==> src/rtl/router_fifo.sv <==
// Per-port output buffer of the 1x3 router.
// Header-tagged FIFO that blanks its output between packets.
module router_fifo #(
  parameter int DATA_W = 8,
  parameter int DEPTH  = 16,
  parameter int ADDR_W = 4
) (
  input  logic              clock,
  input  logic              resetn,
  input  logic              soft_reset,
  input  logic              write_enb,
  input  logic              read_enb,
  input  logic              lfd_state,
  input  logic [DATA_W-1:0] data_in,
  output logic [DATA_W-1:0] data_out,
  output logic              full,
  output logic              empty
);

  localparam int PW = ADDR_W + 1;

  logic [DATA_W:0]   r_mem [DEPTH];
  logic [PW-1:0]     r_wr_ptr;
  logic [PW-1:0]     r_rd_ptr;
  logic [6:0]        r_pkt_cnt;
  logic [DATA_W-1:0] r_data_out;

  logic              w_empty;
  logic              w_full;
  logic              w_wr_acc;
  logic              w_rd_acc;
  logic              w_clr;
  logic [DATA_W:0]   w_rd_entry;

  assign w_empty = (r_wr_ptr == r_rd_ptr);
  assign w_full  = (r_wr_ptr[ADDR_W] != r_rd_ptr[ADDR_W]) &&
                   (r_wr_ptr[ADDR_W-1:0] == r_rd_ptr[ADDR_W-1:0]);

  assign w_wr_acc   = write_enb && !w_full;
  assign w_rd_acc   = read_enb && !w_empty;
  assign w_clr      = !resetn || soft_reset;
  assign w_rd_entry = r_mem[r_rd_ptr[ADDR_W-1:0]];

  // Storage is intentionally left unreset; the pointers define validity.
  always_ff @(posedge clock) begin
    if (!w_clr && w_wr_acc)
      r_mem[r_wr_ptr[ADDR_W-1:0]] <= {lfd_state, data_in};
  end

  always_ff @(posedge clock) begin
    if (w_clr) begin
      r_wr_ptr   <= '0;
      r_rd_ptr   <= '0;
      r_pkt_cnt  <= '0;
      r_data_out <= '0;
    end else begin
      if (w_wr_acc)
        r_wr_ptr <= r_wr_ptr + PW'(1);
      if (w_rd_acc) begin
        r_rd_ptr   <= r_rd_ptr + PW'(1);
        r_data_out <= w_rd_entry[DATA_W-1:0];
        // Header length field counts payload; +1 covers the parity byte.
        if (w_rd_entry[DATA_W])
          r_pkt_cnt <= 7'(w_rd_entry[DATA_W-1:2]) + 7'd1;
        else if (r_pkt_cnt != 7'd0)
          r_pkt_cnt <= r_pkt_cnt - 7'd1;
      end else if (r_pkt_cnt == 7'd0) begin
        r_data_out <= '0;
      end
    end
  end

  assign data_out = r_data_out;
  assign full     = w_full;
  assign empty    = w_empty;

endmodule
==> config.mk <==
export PLATFORM = sky130hd
export DESIGN_NAME = router_fifo
export DESIGN_NICKNAME = d
export VERILOG_FILES = /design/src/rtl/router_fifo.sv
export SDC_FILE = /design/constraint.sdc
export NUM_CORES = 1
export LEC_CHECK = 0
export BUFFER_PORTS_ARGS = -buffer_cell sky130_fd_sc_hd__buf_2
export CAP_MARGIN = 20
export CORE_UTILIZATION = 25
export CTS_CLUSTER_DIAMETER = 40
export DETAILED_ROUTE_END_ITERATION = 7
export PLACE_DENSITY_LB_ADDON = 0.3
export SETUP_SLACK_MARGIN = 0.4
export SLEW_MARGIN = 20
export SYNTH_ARGS = -nofsm -noshare
export SYNTH_HDL_FRONTEND = slang
export SYNTH_SLANG_ARGS = --single-unit
export TNS_END_PERCENT = 1
==> constraint.sdc <==
create_clock -name clock -period 2.3 [get_ports clock]
set_clock_uncertainty 0.05 [all_clocks]
set_input_delay 0.575 -clock clock [delete_from_list [all_inputs] [get_ports clock]]
set_output_delay 0.575 -clock clock [all_outputs]
set_load 0.01 [all_outputs]
## Yosys cells after proc, flatten, opt, wreduce, memory -nomap -nowiden

Memory sizes are Yosys's and may differ from the RTL's. A register that Yosys moved wholly into a read port is not among the register bits.
Index checks and enable logic that the tools add are counted.

- Add/sub/neg operators: 4
- Mux-type cells: 8
- Reduce and logical (&&, ||, !) cells: 14
- Equal/unequal tests: 3

Operators by type and width:

| operator | number |
|---|---|
| 2-to-1 mux 8 bit | 2 |
| 2-to-1 mux 7 bit | 2 |
| adder 5 x 1 -> 5 bit (second input constant) | 2 |
| 2-to-1 mux 4 bit | 2 |
| adder 6 x 1 -> 7 bit (second input constant) | 1 |
| logical NOT 7 bit | 1 |
| nonzero test 7 bit | 1 |
| subtractor 7 x 1 -> 7 bit (second input constant) | 1 |
| == test 5 bit | 1 |
| == test 4 bit | 1 |
| logical AND 1 bit | 4 |
| logical NOT 1 bit | 4 |
| nonzero test 2 bit | 2 |
| 2-to-1 mux 1 bit | 2 |
| AND reduction 2 bit | 1 |
| logical OR 1 bit | 1 |
| != test 1 bit | 1 |

- Word-level logic and storage cells: 34
- Output and inout port bits: 10
- Register bits: 25
- Memories: 1
- RAM bits: 144
- Input port bits: 14

Memory list:

| name | words | width | read ports | clocked after memory_dff | write ports | RTL line | source |
|---|---|---|---|---|---|---|---|
| r_mem | 16 | 9 | 1 | 1 | 1 | 22 | `logic [DATA_W:0] r_mem [DEPTH];` |

## Depth between registers and ports, before layout

- Word-level depth: 7
- Mapped depth: 9
- Depth with buffers taken out: 8

## Worst setup path after synthesis

No wires, ideal clock.

- Path type: reg2reg
- Start: register r_wr_ptr[3]
- End: memory r_mem[3][0] (netlist bit), enable pin
- Stages on the path, launching flop included: 8
- Setup slack: -0.035 ns
- Clock period less this slack: 2.335 ns
- Arrival: 1.898 ns
- Library setup time: 0.387 ns
- Path through: dfxtp_1 -> buf_2 -> xnor2_1 -> nand4_1 -> o21a_1 -> and2_1 -> nand2_1 -> nor3_1

- Word-level cells in the longest chain between the ends: 7

Ends and longest elaborated chain:

| element | RTL line | source |
|---|---|---|
| start: declaration | 23 | `logic [PW-1:0] r_wr_ptr;` |
| start signal: assignment | 58 | `r_wr_ptr <= r_wr_ptr + PW'(1);` |
| == test 4 bit | 37 | `(r_wr_ptr[ADDR_W-1:0] == r_rd_ptr[ADDR_W-1:0]);` |
| logical AND 1 bit | 36 | `assign w_full = (r_wr_ptr[ADDR_W] != r_rd_ptr[ADDR_W]) &&` |
| logical NOT 1 bit | 39 | `assign w_wr_acc = write_enb && !w_full;` |
| logical AND 1 bit | 39 |  |
| logical AND 1 bit | 46 | `if (!w_clr && w_wr_acc)` |
| 2-to-1 mux 1 bit | 46 |  |
| 2-to-1 mux 1 bit (not written as such) | 47 | `r_mem[r_wr_ptr[ADDR_W-1:0]] <= {lfd_state, data_in};` |
| end: declaration | 22 |  |

Parallel ways exist; a longest one is shown, timed or not.

==> flow_metrics.env <==
export IMPL_route_final_wire_length_mm=16.3
export IMPL_cts_made_buffers=17
export IMPL_detailedPlace_worstSlack_ns=-0.0571
export IMPL_clock_root_buffer="clkbuf_16"
export IMPL_final_slew_viol_count=0
export IMPL_whs_ns=0.416
export IMPL_crit_path_max_fo=6
export IMPL_grt_max_degree=28
export IMPL_dr_pass1_iters=5
export IMPL_dr_wl_met2_mm=8.44
export IMPL_netlist_instances=409
export IMPL_status="finished, violations left"
export IMPL_drtAntennaViolNets=0
export IMPL_ffs_latches_synth=173
export IMPL_cts_htree_levels=4
export IMPL_grt_usage=0.121
export IMPL_initial_antenna_violation_count=0
export IMPL_synth_area_um2=7010
export IMPL_total_of_buffers_placed_on_input_and_output_ports=23
export IMPL_fp_row_count=60
export IMPL_synth_lib_cells_used_distinct=44
export IMPL_finalWorstSetupSlack_ns=-0.00550
export IMPL_cts_path_max_buffers=2
export IMPL_die_y_um=170
export IMPL_violated_checks="setup timing"
export IMPL_synth_seq_area_share=0.699
export IMPL_final_core_util=0.335
export IMPL_vias_per_cell=4.48
export IMPL_grt_pass1_wl_mm=24.7
export IMPL_timing_critical_path_to_type="flip-flop"
export IMPL_nets=506
export IMPL_first_iter_violations=276
export IMPL_setup_repair_after_global_routing_missed_its_margin="true"
export IMPL_final_common_cell="edfxtp_1"
export IMPL_global_route_overflow_total=0
export IMPL_start_kind="flip-flop"
export IMPL_cp_data_arrival_time_ns=2.57
export IMPL_floorplan_die_area_um2=28700
export IMPL_hold_violations=0
export IMPL_place_gp_congestion=0.798
export IMPL_synth_async_sr_flop_share=0
export IMPL_achievable_frequency_mhz=434
export IMPL_setup_viol=1
export IMPL_synth_edff_count=144
export IMPL_layout_cells_most_common_list="144 x edfxtp_1, 36 x mux4_2, 25 x buf_4"
export IMPL_top_layer="met4"
export IMPL_period_share=1.00
export IMPL_place_detailed_instances=828
export IMPL_syn_nets=430
export IMPL_floorplan_core_area_um2=27300
export IMPL_wl_met1_mm=6.99
export IMPL_cap_viol_max_count=0
export IMPL_final_instance_count_excl_fill=870
export IMPL_count_of_inserted_antenna_diode_cells=0
export IMPL_wl_per_cell_um=18.8
export IMPL_fin_tns_setup_ns=-0.00550
export IMPL_post_route_drc_count=0
export IMPL_cts_sinks=173
export IMPL_num_io_pins=24
export IMPL_clkTransAtPathRegs_ns=0.07
export IMPL_tritoncts="built"
export IMPL_crit_type="flip-flop to flip-flop"
export IMPL_initial_utilization=0.257
export IMPL_vdd_drop_max_mv=0.552
export IMPL_syn2layout_area_growth_pct=30.3
export IMPL_synthFlopType="edfxtp_1"
export IMPL_hold_path_class="flip-flop to flip-flop"
export IMPL_slew_headroom=0.693
export IMPL_met3WireLength_um=693
export IMPL_post_route_min_period_ns=2.31
export IMPL_p_leak_nw=2.86
export IMPL_dr_total_vias=3898
export IMPL_power_per_cell_area_nw_per_um2=713
export IMPL_worstMarginPinSlew_ns=0.459
export IMPL_drive_above_1_share=0.406
export IMPL_worstPathRequired_ns=2.56
export IMPL_avg_synthesized_cell_area_um2=17.1
export IMPL_place_hpwl_mm=10.1
export IMPL_dieWidth_um=170
export IMPL_clock_latency_ns=0.44
export IMPL_first_global_vias=4023
export IMPL_synth_warnings=0
[routing by layer]
metal / track usage / up-vias
li1: - / 1785
met1: 0.145 / 2009
met2: 0.209 / 88
met3: 0.0292 / 16
met4: 0.0458 / 0
met5: 0 / -
[area by class of cell]
| type | count | area [um^2] |
|---|---|---|
| Multi-Input combinational cell | 211 | 2290 |
| Inverter | 4 | 15.0 |
| Sequential cell | 173 | 4920 |
| Clock inverter | 15 | 168 |
| Tap cell | 372 | 465 |
| Fill cell | 2582 | 18100 |
| Timing Repair Buffer | 78 | 850 |
| Clock buffer | 17 | 425 |
[per-stage QoR]
stage / power, mW / instance area, um^2
after floorplan: 3.59 / 7050
after global placement: 3.68 / 8060
after detailed placement: 3.69 / 8060
after CTS: 6.55 / 8850
after global routing: 6.73 / 9140
final: 6.52 / 9140
[worst max-delay path: stages (launching register included)]
cell,delay [ns]
dfxtp_4,0.44
buf_16,0.15
mux4_2,0.51
a22o_1,0.26
a221o_1,0.36
and4_1,0.22
o21ai_2,0.12
a21oi_2,0.06
[power by group]
group	internal (mW)	total (mW)	switching [mW]	leakage (nW)
clock network	1.55	2.86	1.31	0.293
logic	0.108	0.252	0.144	1.04
registers	3.39	3.40	0.00861	1.53
total	5.05	6.52	1.46	2.86
[final timing paths]
kind          startpoint  slack, ns           end  depth (start not counted)
max            flip-flop     -0.005  r_pkt_cnt[4]                          7
min          data_out[3]       0.42   data_out[3]                          2
min reg2reg  data_out[3]       0.42   data_out[3]                          2
max reg2reg    flip-flop     -0.005  r_pkt_cnt[4]                          7
[synthesized netlist by cell type (4+ instances only)]
cell type  instances  share of area
edfxtp_1         144           0.62
o21ai_0            6         0.0043
nor2_1            31          0.017
nand2b_1           4         0.0036
mux4_2            35           0.11
o21ai_1            5         0.0036
a21oi_1           15          0.011
inv_1              4         0.0021
ha_1               7          0.012
xor2_1             7         0.0087
xnor2_1            8          0.010
a221oi_2           4         0.0086
a22oi_1            8         0.0086
clkbuf_1          10         0.0054
nand4_1            6         0.0054
buf_2              6         0.0043
nor2b_1            4         0.0036
nand2_1           21          0.011
dfxtp_1           29          0.083
nand3_1            8         0.0057
nor3_1             7         0.0050
[registers in the layout, summed over array words and instances (netlist names), named ones only]
signal and count:
r_wr_ptr 5, r_mem 144, r_rd_ptr 5, r_pkt_cnt 7, data_out 8
[repair_timing]
action,in CTS,in global routing
endpoints found under the hold margin,0,0
pin swaps,18,40
gates resized for setup,49,41
setup buffers,2,7
gates cloned,1,0
hold buffers,0,0
setup endpoints to repair,160,161
[kinds of logic (layout without fill, tap and decap cells)]
| kind of cell | Yosys count | after routing | synth area share |
|---|---|---|---|
| buf+inv | 25 | 114 | 0.0200 |
| simple gates | 94 | 94 | 0.0658 |
| mux | 40 | 40 | 0.126 |
| flops | 173 | 173 | 0.699 |
| compound gates | 55 | 55 | 0.0573 |
| fa+ha+maj | 7 | 7 | 0.0125 |
| xor+xnor | 15 | 15 | 0.0187 |
Note: power is estimated with default switching activity, not from simulation.
